--- config.mk ---
export PLATFORM = sky130hd
export DESIGN_NAME = vga_pattern_gen_flat
export DESIGN_NICKNAME = d
export VERILOG_FILES = /design/src/rtl/vga_pkg.sv /design/src/rtl/vga_pattern_gen_if.sv /design/src/rtl/vga_box_mover.sv /design/src/rtl/vga_pattern_gen.sv /design/src/flat_wrapper.sv
export SDC_FILE = /design/constraint.sdc
export NUM_CORES = 1
export LEC_CHECK = 0
export CAP_MARGIN = 20
export CORE_ASPECT_RATIO = 0.8
export CORE_MARGIN = 4
export CORE_UTILIZATION = 40
export DETAILED_ROUTE_END_ITERATION = 12
export DONT_BUFFER_PORTS = 1
export HOLD_SLACK_MARGIN = 0.12
export PLACE_DENSITY_LB_ADDON = 0.15
export SLEW_MARGIN = 20
export SYNTH_ARGS = -nofsm -noshare
export SYNTH_HDL_FRONTEND = slang
export SYNTH_SLANG_ARGS = --single-unit
--- constraint.sdc ---
create_clock -name clk -period 3.01 [get_ports clk]
set_input_delay 0.903 -clock clk [delete_from_list [all_inputs] [get_ports clk]]
set_output_delay 0.903 -clock clk [all_outputs]
set_load 0.02 [all_outputs]
--- src/rtl/vga_pkg.sv ---
// vga_pkg: shared pattern-mode encodings, bar colour table and hue period.
package vga_pkg;
    typedef enum logic [1:0] {
        MODE_BARS  = 2'd0,
        MODE_CHECK = 2'd1,
        MODE_BOX   = 2'd2,
        MODE_SOLID = 2'd3
    } mode_t;

    localparam int HUE_PERIOD = 60;
    localparam int BAR_WIDTH  = 80;

    // {r,g,b} on/off per bar, bar 0 in the low bits:
    // white, yellow, cyan, green, magenta, red, blue, black
    localparam logic [23:0] BAR_TABLE = {3'b000, 3'b001, 3'b100, 3'b101,
                                         3'b010, 3'b011, 3'b110, 3'b111};

    function automatic logic [2:0] bar_rgb(input logic [2:0] idx);
        return BAR_TABLE[idx*3 +: 3];
    endfunction
endpackage

--- src/rtl/vga_pattern_gen_if.sv ---
// vga_pattern_gen_if: video timing in / pixel out bundle.
//   master: timing source and pixel sink (drives pix_ce, syncs, col/row)
//   slave : pattern generator (drives delayed syncs and red/green/blue)
interface vga_pattern_gen_if;
    logic       pix_ce;
    logic       hsync_in;
    logic       vsync_in;
    logic [9:0] col;
    logic [9:0] row;
    logic       hsync_out;
    logic       vsync_out;
    logic [3:0] red;
    logic [3:0] green;
    logic [3:0] blue;

    modport master (
        output pix_ce, hsync_in, vsync_in, col, row,
        input  hsync_out, vsync_out, red, green, blue
    );

    modport slave (
        input  pix_ce, hsync_in, vsync_in, col, row,
        output hsync_out, vsync_out, red, green, blue
    );
endinterface

--- src/rtl/vga_box_mover.sv ---
// vga_box_mover: bouncing-box position, one pixel step per frame_tick.
//   clk, rst_n (async, active low), frame_tick (already qualified by pix_ce)
//   box_x, box_y: top-left corner of the box
module vga_box_mover
    import vga_pkg::*;
#(
    parameter int ACTIVE_COL = 640,
    parameter int ACTIVE_ROW = 480,
    parameter int BOX_SIZE   = 64
) (
    input  logic       clk,
    input  logic       rst_n,
    input  logic       frame_tick,
    output logic [9:0] box_x,
    output logic [9:0] box_y
);
    // direction bits: 0 = moving +, 1 = moving -
    logic       dx, dy;
    logic [9:0] nx, ny;

    assign nx = dx ? box_x - 10'd1 : box_x + 10'd1;
    assign ny = dy ? box_y - 10'd1 : box_y + 10'd1;

    // Direction flips on the step that lands on an edge, so the next step
    // leaves it (576 -> 575, 0 -> 1).
    always_ff @(posedge clk or negedge rst_n) begin
        if (!rst_n) begin
            box_x <= '0;
            box_y <= '0;
            dx    <= 1'b0;
            dy    <= 1'b0;
        end else if (frame_tick) begin
            box_x <= nx;
            box_y <= ny;
            dx    <= dx ? nx != '0 : nx == 10'(ACTIVE_COL - BOX_SIZE);
            dy    <= dy ? ny != '0 : ny == 10'(ACTIVE_ROW - BOX_SIZE);
        end
    end
endmodule

--- src/rtl/vga_pattern_gen.sv ---
// vga_pattern_gen: test-pattern generator (bars, checker, bouncing box, solid hue)
// with a 2-pix_ce pipeline from timing inputs to pixel/sync outputs.
//   clk, rst_n (async, active low), btn_next (raw pushbutton, async)
//   vid (slave): pix_ce, hsync_in, vsync_in, col, row -> hsync_out, vsync_out, red, green, blue
//   mode: pattern currently shown
// Define VGA_PATTERN_BORDER_EN to draw a white one-pixel border over every pattern.
module vga_pattern_gen
    import vga_pkg::*;
#(
    parameter int ACTIVE_COL = 640,
    parameter int ACTIVE_ROW = 480,
    parameter int BOX_SIZE   = 64
) (
    input  logic             clk,
    input  logic             rst_n,
    input  logic             btn_next,
    vga_pattern_gen_if.slave vid,
    output logic [1:0]       mode
);
    localparam int FW = $clog2(HUE_PERIOD);

    logic          btn_s1, btn_s2, btn_prev, btn_rise, pending;
    mode_t         mode_q;
    logic [FW-1:0] frame_cnt;
    logic [2:0]    hue;
    logic [9:0]    col_d, row_d, box_x, box_y;
    logic          hs_d, vs_d;
    logic          frame_tick, frame_last, active, in_box;
    logic [10:0]   box_x_end, box_y_end;
    logic [2:0]    bar_idx, pat, rgb;

    assign frame_tick = vid.pix_ce && vid.col == '0 && vid.row == 10'(ACTIVE_ROW);
    assign frame_last = frame_cnt == FW'(HUE_PERIOD - 1);
    // btn_prev only advances on pix_ce, so a synchronised level lasting
    // at least one pixel period is always seen as exactly one rise.
    assign btn_rise   = btn_s2 & ~btn_prev;
    assign mode       = mode_q;

    always_ff @(posedge clk or negedge rst_n) begin
        if (!rst_n) begin
            btn_s1 <= 1'b0;
            btn_s2 <= 1'b0;
        end else begin
            btn_s1 <= btn_next;
            btn_s2 <= btn_s1;
        end
    end

    // A rise on the consuming frame_tick re-arms pending for the next frame.
    always_ff @(posedge clk or negedge rst_n) begin
        if (!rst_n) begin
            btn_prev  <= 1'b0;
            pending   <= 1'b0;
            mode_q    <= MODE_BARS;
            frame_cnt <= '0;
            hue       <= '0;
        end else if (vid.pix_ce) begin
            btn_prev <= btn_s2;
            if (frame_tick) begin
                pending   <= btn_rise;
                mode_q    <= pending ? mode_t'(mode_q + 2'd1) : mode_q;
                frame_cnt <= frame_last ? '0 : frame_cnt + FW'(1);
                hue       <= frame_last ? hue + 3'd1 : hue;
            end else begin
                pending <= pending | btn_rise;
            end
        end
    end

    vga_box_mover #(
        .ACTIVE_COL (ACTIVE_COL),
        .ACTIVE_ROW (ACTIVE_ROW),
        .BOX_SIZE   (BOX_SIZE)
    ) u_box (
        .clk        (clk),
        .rst_n      (rst_n),
        .frame_tick (frame_tick),
        .box_x      (box_x),
        .box_y      (box_y)
    );

    assign active    = col_d < 10'(ACTIVE_COL) && row_d < 10'(ACTIVE_ROW);
    assign bar_idx   = 3'(col_d / 10'(BAR_WIDTH));
    assign box_x_end = {1'b0, box_x} + 11'(BOX_SIZE);
    assign box_y_end = {1'b0, box_y} + 11'(BOX_SIZE);
    assign in_box    = col_d >= box_x && {1'b0, col_d} < box_x_end &&
                       row_d >= box_y && {1'b0, row_d} < box_y_end;

    assign pat = mode_q == MODE_BARS  ? bar_rgb(bar_idx) :
                 mode_q == MODE_CHECK ? {3{col_d[5] ^ row_d[5]}} :
                 mode_q == MODE_BOX   ? (in_box ? 3'b010 : 3'b001) : hue;

`ifdef VGA_PATTERN_BORDER_EN
    assign rgb = (col_d == '0 || col_d == 10'(ACTIVE_COL - 1) ||
                  row_d == '0 || row_d == 10'(ACTIVE_ROW - 1)) ? 3'b111 : pat;
`else
    assign rgb = pat;
`endif

    // Stage 1 holds the timing inputs; stage 2 is the registered pixel.
    // Stage 1 resets to an off-screen position so nothing stale is shown.
    always_ff @(posedge clk or negedge rst_n) begin
        if (!rst_n) begin
            col_d         <= '1;
            row_d         <= '1;
            hs_d          <= 1'b1;
            vs_d          <= 1'b1;
            vid.hsync_out <= 1'b1;
            vid.vsync_out <= 1'b1;
            vid.red       <= '0;
            vid.green     <= '0;
            vid.blue      <= '0;
        end else if (vid.pix_ce) begin
            col_d         <= vid.col;
            row_d         <= vid.row;
            hs_d          <= vid.hsync_in;
            vs_d          <= vid.vsync_in;
            vid.hsync_out <= hs_d;
            vid.vsync_out <= vs_d;
            vid.red       <= {4{active & rgb[2]}};
            vid.green     <= {4{active & rgb[1]}};
            vid.blue      <= {4{active & rgb[0]}};
        end
    end
endmodule

--- src/flat_wrapper.sv ---
// flat-port wrapper written by rule: the top's interface ports become plain ports
module vga_pattern_gen_flat import vga_pkg::*;
#(
    parameter int ACTIVE_COL = 640,
    parameter int ACTIVE_ROW = 480,
    parameter int BOX_SIZE   = 64
)
  (clk, rst_n, btn_next, mode, vid_pix_ce, vid_hsync_in, vid_vsync_in, vid_col, vid_row, vid_hsync_out, vid_vsync_out, vid_red, vid_green, vid_blue);
  vga_pattern_gen_if vid_i ();
  input  logic clk;
  input  logic rst_n;
  input  logic btn_next;
  output logic [1:0] mode;
  input wire logic [$bits(vid_i.pix_ce)-1:0] vid_pix_ce;
  input wire logic [$bits(vid_i.hsync_in)-1:0] vid_hsync_in;
  input wire logic [$bits(vid_i.vsync_in)-1:0] vid_vsync_in;
  input wire logic [$bits(vid_i.col)-1:0] vid_col;
  input wire logic [$bits(vid_i.row)-1:0] vid_row;
  output wire logic [$bits(vid_i.hsync_out)-1:0] vid_hsync_out;
  output wire logic [$bits(vid_i.vsync_out)-1:0] vid_vsync_out;
  output wire logic [$bits(vid_i.red)-1:0] vid_red;
  output wire logic [$bits(vid_i.green)-1:0] vid_green;
  output wire logic [$bits(vid_i.blue)-1:0] vid_blue;
  assign vid_i.pix_ce = vid_pix_ce;
  assign vid_i.hsync_in = vid_hsync_in;
  assign vid_i.vsync_in = vid_vsync_in;
  assign vid_i.col = vid_col;
  assign vid_i.row = vid_row;
  assign vid_hsync_out = vid_i.hsync_out;
  assign vid_vsync_out = vid_i.vsync_out;
  assign vid_red = vid_i.red;
  assign vid_green = vid_i.green;
  assign vid_blue = vid_i.blue;
  vga_pattern_gen #(.ACTIVE_COL(ACTIVE_COL), .ACTIVE_ROW(ACTIVE_ROW), .BOX_SIZE(BOX_SIZE)) u_core (.clk(clk), .rst_n(rst_n), .btn_next(btn_next), .vid(vid_i), .mode(mode));
endmodule
==> impl_metrics.ini, run 1 <==
[synthesis]
synth_edf_count = 0
synth.net_count = 571
seq_area_frac_synth_pct = 35.59
ys.warnings.count = 0
synth_cells = 490
ys_ff_latch = 64
async_flop_share_pct = 100.0
syn_avg_cell_area_sq_um = 9.356
syn_area_sq_um = 4584
yosys_most_used_dff = dfrtp_1
netlist-cell-type-count = 56

[timing]
layout_worst_path_cycle_share_pct = 91.62
slew_viol_final = 0
fin_tns_setup_ns = 0
setup_violations = 0
skew_ns = 0.006766
hold_viol_final = 0
timing.fmax_mhz = 362.6
rsz0062_at_grt = no
hold_ws_ns = 0.2613
max_slew_margin_pct = 49.37
finalCriticalPeriod_ns = 2.758
tightest_slew_ns = 0.7594

[clock_tree]
cts_tree = done
clockRootBuffer = clkbuf_16
cts_resized = 0
cts_buffers = 9
clock_sinks = 64
clkSlewWorstSetupHoldPaths_ns = 0.06
ctsHoldBuffers = 0
clk_latency_ns = 0.33
cts_setup_buffers = 0
clockBufferDepth = 2
htree_levels = 3

[grt]
overflow = 0
antenna_found_initial = 0
grt_pass1_vias = 3477
grt_max_degree = 65
track_usage_pct = 16.43
grt_pass1_wl_um = 17570

[power]
p_leak_nw = 2.189
p_per_area_nw_per_um2 = 434.5
peakVddDrop_uv = 238.8

[drt]
vias = 3454
routed_wirelength_um = 10310
first_iter_violations = 143
drc = 0
final_antenna_net_count = 0
vias_per_cell = 5.439
drt-pass1-iter-count = 4
routedWlPerCell_um = 16.24

[finish]
diodes = 0
layout_commonest_cell = ha_1
stdcell_count = 635
areaGrowthSynthToFinish_pct = 8.679
drive_gt1_share_pct = 14.26
final_cell_mix = 53 x ha_1, 45 x nand2_1, 40 x dfrtp_1
nets = 567

[setup_path]
end_kind = register
worst-path-buf-inv = 1
cp_max_fo = 13
criticalPathCategory = register to register
cp_top_family = compound AO/OA/AOI/OAI gates
crit_chain = inv_1 -> fa_1 -> nor2b_1 -> o211ai_1 -> a21oi_1 -> xnor2_1 -> nand4b_1 -> a32o_1 -> a31o_1
crit_slowest_cell = dfrtp_1
max_stage_delay_ns = 0.61
worst_ep_required_time_ns = 3.23
crit_arrival_ns = 2.98
setup.worst_path.start_class = register

[run]
drv_cap = 0

[status]
outcome = complete, no violations

[floorplan]
boundaryPins = 42
fp-row-count = 34
die_h_um = 103.8
die_w_um = 127.7
coreArea_sq_um = 11020
start_util_pct = 41.61
die_area_sq_um = 13250

[place]
numPortBuffers = 0
place.gp.congestion = 0.8660
dp_cells = 619
hpwl_um = 8028

[min_path]
min_path_type = input pin to async pin
-- synthesized netlist by cell type (all sizes together), types with 2 or more instances --
library cell / number / share of area (%)
ha: 53 / 14
nand2: 45 / 3.7
dfrtp: 40 / 22
o21ai: 40 / 4.4
inv: 39 / 3.2
a21oi: 26 / 2.8
nor2: 26 / 2.3
mux2: 25 / 6.1
dfstp: 24 / 14
xnor2: 24 / 4.6
clkbuf: 11 / 0.90
nand3: 11 / 1.2
nor3: 11 / 1.3
buf: 10 / 1.6
nor2b: 10 / 1.4
a21o: 8 / 1.3
nand2b: 8 / 1.1
nor4: 8 / 1.2
xor2: 7 / 1.3
a211oi: 6 / 0.98
nand4: 6 / 0.82
o21a: 6 / 0.98
and4: 4 / 0.76
o31ai: 3 / 0.49
or2: 3 / 0.41
a221oi: 2 / 0.38
a31o: 2 / 0.38
a31oi: 2 / 0.27
and3: 2 / 0.27
and4b: 2 / 0.44
fa: 2 / 0.87
nand3b: 2 / 0.33
o211a: 2 / 0.44
o211ai: 2 / 0.33
o221ai: 2 / 0.38
o2bb2ai: 2 / 0.38
o41ai: 2 / 0.38
-- logic make-up after synthesis --
logic type,count (synthesis),share of synthesized area [%]
and+or+nand+nor,141,15.75
AOI/OAI and AO/OA,114,15.58
DFF,64,35.59
buffers and inverters,60,5.677
adders and majority gates,55,15.34
xor gates and xnor gates,31,5.922
muxes,25,6.141
-- registers in the layout, summed over array words and instances, names as in the netlist, 2 cells and up --
signal and cells:
u_core.row_d 10, u_core.hue 3, u_core.col_d 10, u_core.u_box.box_x 10, u_core.u_box.box_y 10, u_core.mode 2, u_core.frame_cnt 6
-- stage by stage --
step                      power [W]  setup WS [ns]  area [sq um]  utilization (%)
after floorplan            0.001163         0.2684          4584                -
after global placement     0.001177         0.1741          4696            42.62
after detailed placement   0.001183         0.1206          4696            42.62
after CTS                  0.002185         0.2630          4982            45.22
after global routing       0.002259        0.01000          4982            45.22
final                      0.002165         0.2522          4982            45.22
-- routing by layer --
layer  global-route usage, %  share of wire, %  wire, um  vias up
met2                   25.47                45      4663       42
met5                       0                 0         0        -
met4                   5.303               1.4       140        0
met1                   22.78                50      5132     1666
li1                        -                 -         -     1731
met3                   3.601               3.7       378       15
-- area by class of cell --
type	count	area [sq um]
clock buffers	13	271.5
multi-input cells	366	2693
clock inverters	3	15.01
inverters	39	146.4
fillers	1044	6036
flip-flops and latches	64	1632
well taps	144	180.2
repair buffers	6	45.04
-- report_power, final --
group / internal (W) / switching, W / leakage [nW]
logic: 0.0000893 / 0.0000712 / 1.31
registers: 0.000928 / 0.0000802 / 0.735
clock network: 0.000626 / 0.000370 / 0.145
-- worst paths after layout --
check                                       startpoint                               to  cells past startpoint  slack (ns)
min in group clk               u_core.btn_s1$_DFF_PN0_          u_core.btn_s2$_DFF_PN0_                      0        0.35
max in group asynchronous                        rst_n      u_core.row_d[4]$_DFFE_PN1P_                      0        2.54
min reg2reg                    u_core.btn_s1$_DFF_PN0_          u_core.btn_s2$_DFF_PN0_                      0        0.35
max reg2reg                u_core.u_box.dy$_DFFE_PN0P_      u_core.u_box.dy$_DFFE_PN0P_                      9        0.25
min                                              rst_n  u_core.frame_cnt[0]$_DFFE_PN0P_                      0        0.26
max                        u_core.u_box.dy$_DFFE_PN0P_      u_core.u_box.dy$_DFFE_PN0P_                      9        0.25
Note: power is estimated with default switching activity, not from simulation.
==> inputs of run 2 (changes only) <==
CTS_BUF_LIST = sky130_fd_sc_hd__clkbuf_4 sky130_fd_sc_hd__clkbuf_8 sky130_fd_sc_hd__clkbuf_16   (was default)
==> impl_metrics.ini, run 2 (same netlist as run 1, synthesis figures left out) <==
[place]
place.gp.congestion = 0.8660
hpwl_um = 8028
numPortBuffers = 0

[clock_tree]
cts_buffers = 9
cts_resized = 0
ctsHoldBuffers = 0
cts_setup_buffers = 0
clockRootBuffer = clkbuf_16
clockBufferDepth = 2
htree_levels = 3
clk_latency_ns = 0.33
cts_tree = done
clkSlewWorstSetupHoldPaths_ns = 0.06
clock_sinks = 64

[finish]
areaGrowthSynthToFinish_pct = 8.843
final_cell_mix = 53 x ha_1, 45 x nand2_1, 40 x dfrtp_1
layout_commonest_cell = ha_1
fill_cells = 1045
multi_input_area_sq_um = 2693
diodes = 0
nets = 567
drive_gt1_share_pct = 14.66
final-seq-area_sq_um = 1632

[grt]
antenna_found_initial = 0
grt_pass1_wl_um = 17560
grt_max_degree = 65
track_usage_pct = 16.40
grt_pass1_vias = 3473
overflow = 0

[setup_path]
crit_arrival_ns = 2.99
cp_max_fo = 13
setup.worst_path.start_class = register
end_kind = register
worst_ep_required_time_ns = 3.23
criticalPathCategory = register to register

[timing]
setup_violations = 0
hold_ws_ns = 0.2632
timing.fmax_mhz = 360.5
finalCriticalPeriod_ns = 2.774
max_slew_margin_pct = 49.37
skew_ns = 0.007076
slew_viol_final = 0
hold_viol_final = 0
layout_worst_path_cycle_share_pct = 92.14
fin_tns_setup_ns = 0
tightest_slew_ns = 0.7594
rsz0062_at_grt = no

[drt]
vias = 3464
drt-pass1-iter-count = 4
drc = 0
final_antenna_net_count = 0
vias_per_cell = 5.455
routedWlPerCell_um = 16.27
routed_wirelength_um = 10330
first_iter_violations = 162

[floorplan]
coreArea_sq_um = 11020
die_w_um = 127.7
die_h_um = 103.8
fp-row-count = 34
start_util_pct = 41.61
die_area_sq_um = 13250
boundaryPins = 42

[power]
finalPower_w = 0.002182
p_per_area_nw_per_um2 = 437.2
peakVddDrop_uv = 248.5
p_leak_nw = 2.196

[status]
outcome = complete, no violations

[min_path]
min_path_type = input pin to async pin

[run]
drv_cap = 0
-- run 2: final cells by class --
type	count	share of cell area, %
multi-input cells	366	53.96
flip-flops and latches	64	32.70
clock buffers	13	5.592
well taps	144	3.611
inverters	39	2.934
repair buffers	6	0.9027
clock inverters	3	0.3009
-- run 2: final timing paths --
path / start / to / slack (ns) / depth (start not counted)
setup / recovery: u_core.u_box.dy$_DFFE_PN0P_ / u_core.u_box.dy$_DFFE_PN0P_ / 0.24 / 9
hold / removal: rst_n / u_core.frame_cnt[0]$_DFFE_PN0P_ / 0.26 / 0
setup reg to reg: u_core.u_box.dy$_DFFE_PN0P_ / u_core.u_box.dy$_DFFE_PN0P_ / 0.24 / 9
hold reg to reg: u_core.btn_s1$_DFF_PN0_ / u_core.btn_s2$_DFF_PN0_ / 0.35 / 0
max in group asynchronous: rst_n / u_core.row_d[4]$_DFFE_PN1P_ / 2.54 / 0
min in group clk: u_core.btn_s1$_DFF_PN0_ / u_core.btn_s2$_DFF_PN0_ / 0.35 / 0
-- run 2: report_power, final --
part | total (W) | leakage (nW) | internal, W | switching (W)
combinational | 0.000161 | 1.31 | 0.0000893 | 0.0000713
sequential | 0.00101 | 0.735 | 0.000928 | 0.0000802
clock | 0.00101 | 0.151 | 0.000644 | 0.000369
-- run 2: worst max-delay path: stages, from the launching register on --
cell and delay, ns:
dfrtp_1 0.63, inv_1 0.19, fa_1 0.48, nor2b_1 0.15, o211ai_1 0.13, a21oi_1 0.26, xnor2_1 0.19, nand4b_1 0.16
a32o_1 0.28, a31o_1 0.18
-- run 2: routing by layer --
metal	vias to the layer above	part of all wire [%]	global-route usage, %	wire, um
li1	1733	-	-	-
met1	1672	50	22.75	5139
met2	47	45	25.51	4670
met3	12	3.7	3.601	385
met4	0	1.3	5.076	136
met5	-	0	0	0
-- run 2: per-stage QoR --
step                      utilization, %  cell area, sq um  cells  setup slack (ns)
after CTS                          45.29              4990    635            0.2630
final                              45.29              4990    635            0.2365
after detailed placement           42.62              4696    619            0.1206
after floorplan                        -              4584    490            0.2684
after global placement             42.62              4696    619            0.1741
after global routing               45.29              4990    635           0.01000
==> inputs of run 3 (changes only) <==
MAX_ROUTING_LAYER = met4   (was default)
==> impl_metrics.ini, run 3 (same netlist as run 1, synthesis figures left out) <==
[drt]
first_iter_violations = 195
final_antenna_net_count = 0
routed_wirelength_um = 10330
vias = 3473
routedWlPerCell_um = 16.27
vias_per_cell = 5.469
drc = 0
drt-pass1-iter-count = 4

[timing]
layout_worst_path_cycle_share_pct = 91.70
fin_tns_setup_ns = 0
skew_ns = 0.007296
hold_viol_final = 0
slew_viol_final = 0
fin_ws_ns = 0.2497
timing.fmax_mhz = 362.3
tightest_slew_ns = 0.7561
finalCriticalPeriod_ns = 2.760
max_slew_margin_pct = 49.59
rsz0062_at_grt = no
setup_violations = 0

[place]
hpwl_um = 8028
post-place-ws_ns = 0.1206
dp_cells = 619
place.gp.congestion = 0.8800
numPortBuffers = 0
dpl_cell_area_sq_um = 4696

[setup_path]
worst-path-buf-inv = 1
worst_ep_required_time_ns = 3.22
end_kind = register
crit_slowest_cell = dfrtp_1
reg2reg_slack_ns = 0.25
endpoint = u_core.u_box.dy$_DFFE_PN0P_
r2r_end = u_core.u_box.dy$_DFFE_PN0P_
startpoint = u_core.u_box.dy$_DFFE_PN0P_
max_stage_delay_ns = 0.62
cp_max_fo = 13
crit_arrival_ns = 2.97
setup.worst_path.start_class = register
criticalPathCategory = register to register
r2r_start = u_core.u_box.dy$_DFFE_PN0P_
crit_chain = inv_1 -> fa_1 -> nor2b_1 -> o211ai_1 -> a21oi_1 -> xnor2_1 -> nand4b_1 -> a32o_1 -> a31o_1
cp.depth = 9
cp_top_family = compound AO/OA/AOI/OAI gates
reg2reg_depth = 9

[run]
drv_cap = 0

[clock_tree]
clock_sinks = 64
clockBufferDepth = 2
htree_levels = 3
cts_resized = 0
clkSlewWorstSetupHoldPaths_ns = 0.06
ctsHoldBuffers = 0
cts_buffers = 9
clk_latency_ns = 0.33
cts_setup_buffers = 0
cts_tree = done
clockRootBuffer = clkbuf_16

[grt]
track_usage_pct = 16.92
overflow = 0
grt_pass1_wl_um = 17600
antenna_found_initial = 0
grt_max_degree = 65
grt_pass1_vias = 3465

[finish]
nets = 567
fin_area_sq_um = 4990
diodes = 0
layout_commonest_cell = ha_1
drive_gt1_share_pct = 14.66
final_cell_mix = 53 x ha_1, 45 x nand2_1, 40 x dfrtp_1
areaGrowthSynthToFinish_pct = 8.843
stdcell_count = 635

[floorplan]
boundaryPins = 42
die_w_um = 127.7
die_area_sq_um = 13250
coreArea_sq_um = 11020
die_h_um = 103.8
fp-row-count = 34
start_util_pct = 41.61

[status]
outcome = complete, no violations

[power]
p_leak_nw = 2.196
p_per_area_nw_per_um2 = 436.9
peakVddDrop_uv = 246.1

[min_path]
min_path_type = input pin to async pin
==> run 3: cell counts in the layout (fill, tap and decap cells not counted) <==
Identical to the previous run, type by type.
==> run 3: cell type report <==
| type | count | area, sq um |
|---|---|---|
| clock inverter | 3 | 15.01 |
| clock buffer | 13 | 279.0 |
| timing repair buffer | 6 | 45.04 |
| fill | 1045 | 6028 |
| inverter | 39 | 146.4 |
| multi-input combinational | 366 | 2693 |
| sequential | 64 | 1632 |
| tap | 144 | 180.2 |
==> run 3: worst min path at each step <==
stage	startpoint	endpoint	slack, ns
6_report	rst_n	u_core.u_box.box_x[4]$_DFFE_PN0P_	0.27
5_1_grt	rst_n	u_core.frame_cnt[1]$_DFFE_PN0P_	0.25
4_1_cts	rst_n	u_core.frame_cnt[1]$_DFFE_PN0P_	0.26
3_5_place_dp	u_core.btn_s1$_DFF_PN0_	u_core.btn_s2$_DFF_PN0_	0.34
3_3_place_gp	u_core.btn_s1$_DFF_PN0_	u_core.btn_s2$_DFF_PN0_	0.33
2_1_floorplan	u_core.btn_s1$_DFF_PN0_	u_core.btn_s2$_DFF_PN0_	0.33
==> run 3: layer usage <==
metal  wire length, um  global-route usage, %  vias up
met2              4678                  25.47       49
met3               319                  3.909       10
met5                 0                      -        -
met1              5230                  22.94     1682
met4               106                  4.621        0
li1                  -                      -     1732
==> run 3: report_power, final <==
part	switching, W	total (W)	leakage, nW	internal (W)
Clock	0.000367	0.00101	0.151	0.000644
Sequential	0.0000803	0.00101	0.735	0.000928
Combinational	0.0000713	0.000161	1.31	0.0000894
==> run 3: stage by stage <==
step | total power, W | utilization [%] | hold WS (ns)
3_3_place_gp | 0.001177 | 42.62 | 0.3350
4_1_cts | 0.002203 | 45.29 | 0.2560
5_1_grt | 0.002278 | 45.29 | 0.2490
2_1_floorplan | 0.001163 | - | 0.3312
6_report | 0.002180 | 45.29 | 0.2651
3_5_place_dp | 0.001183 | 42.62 | 0.3371
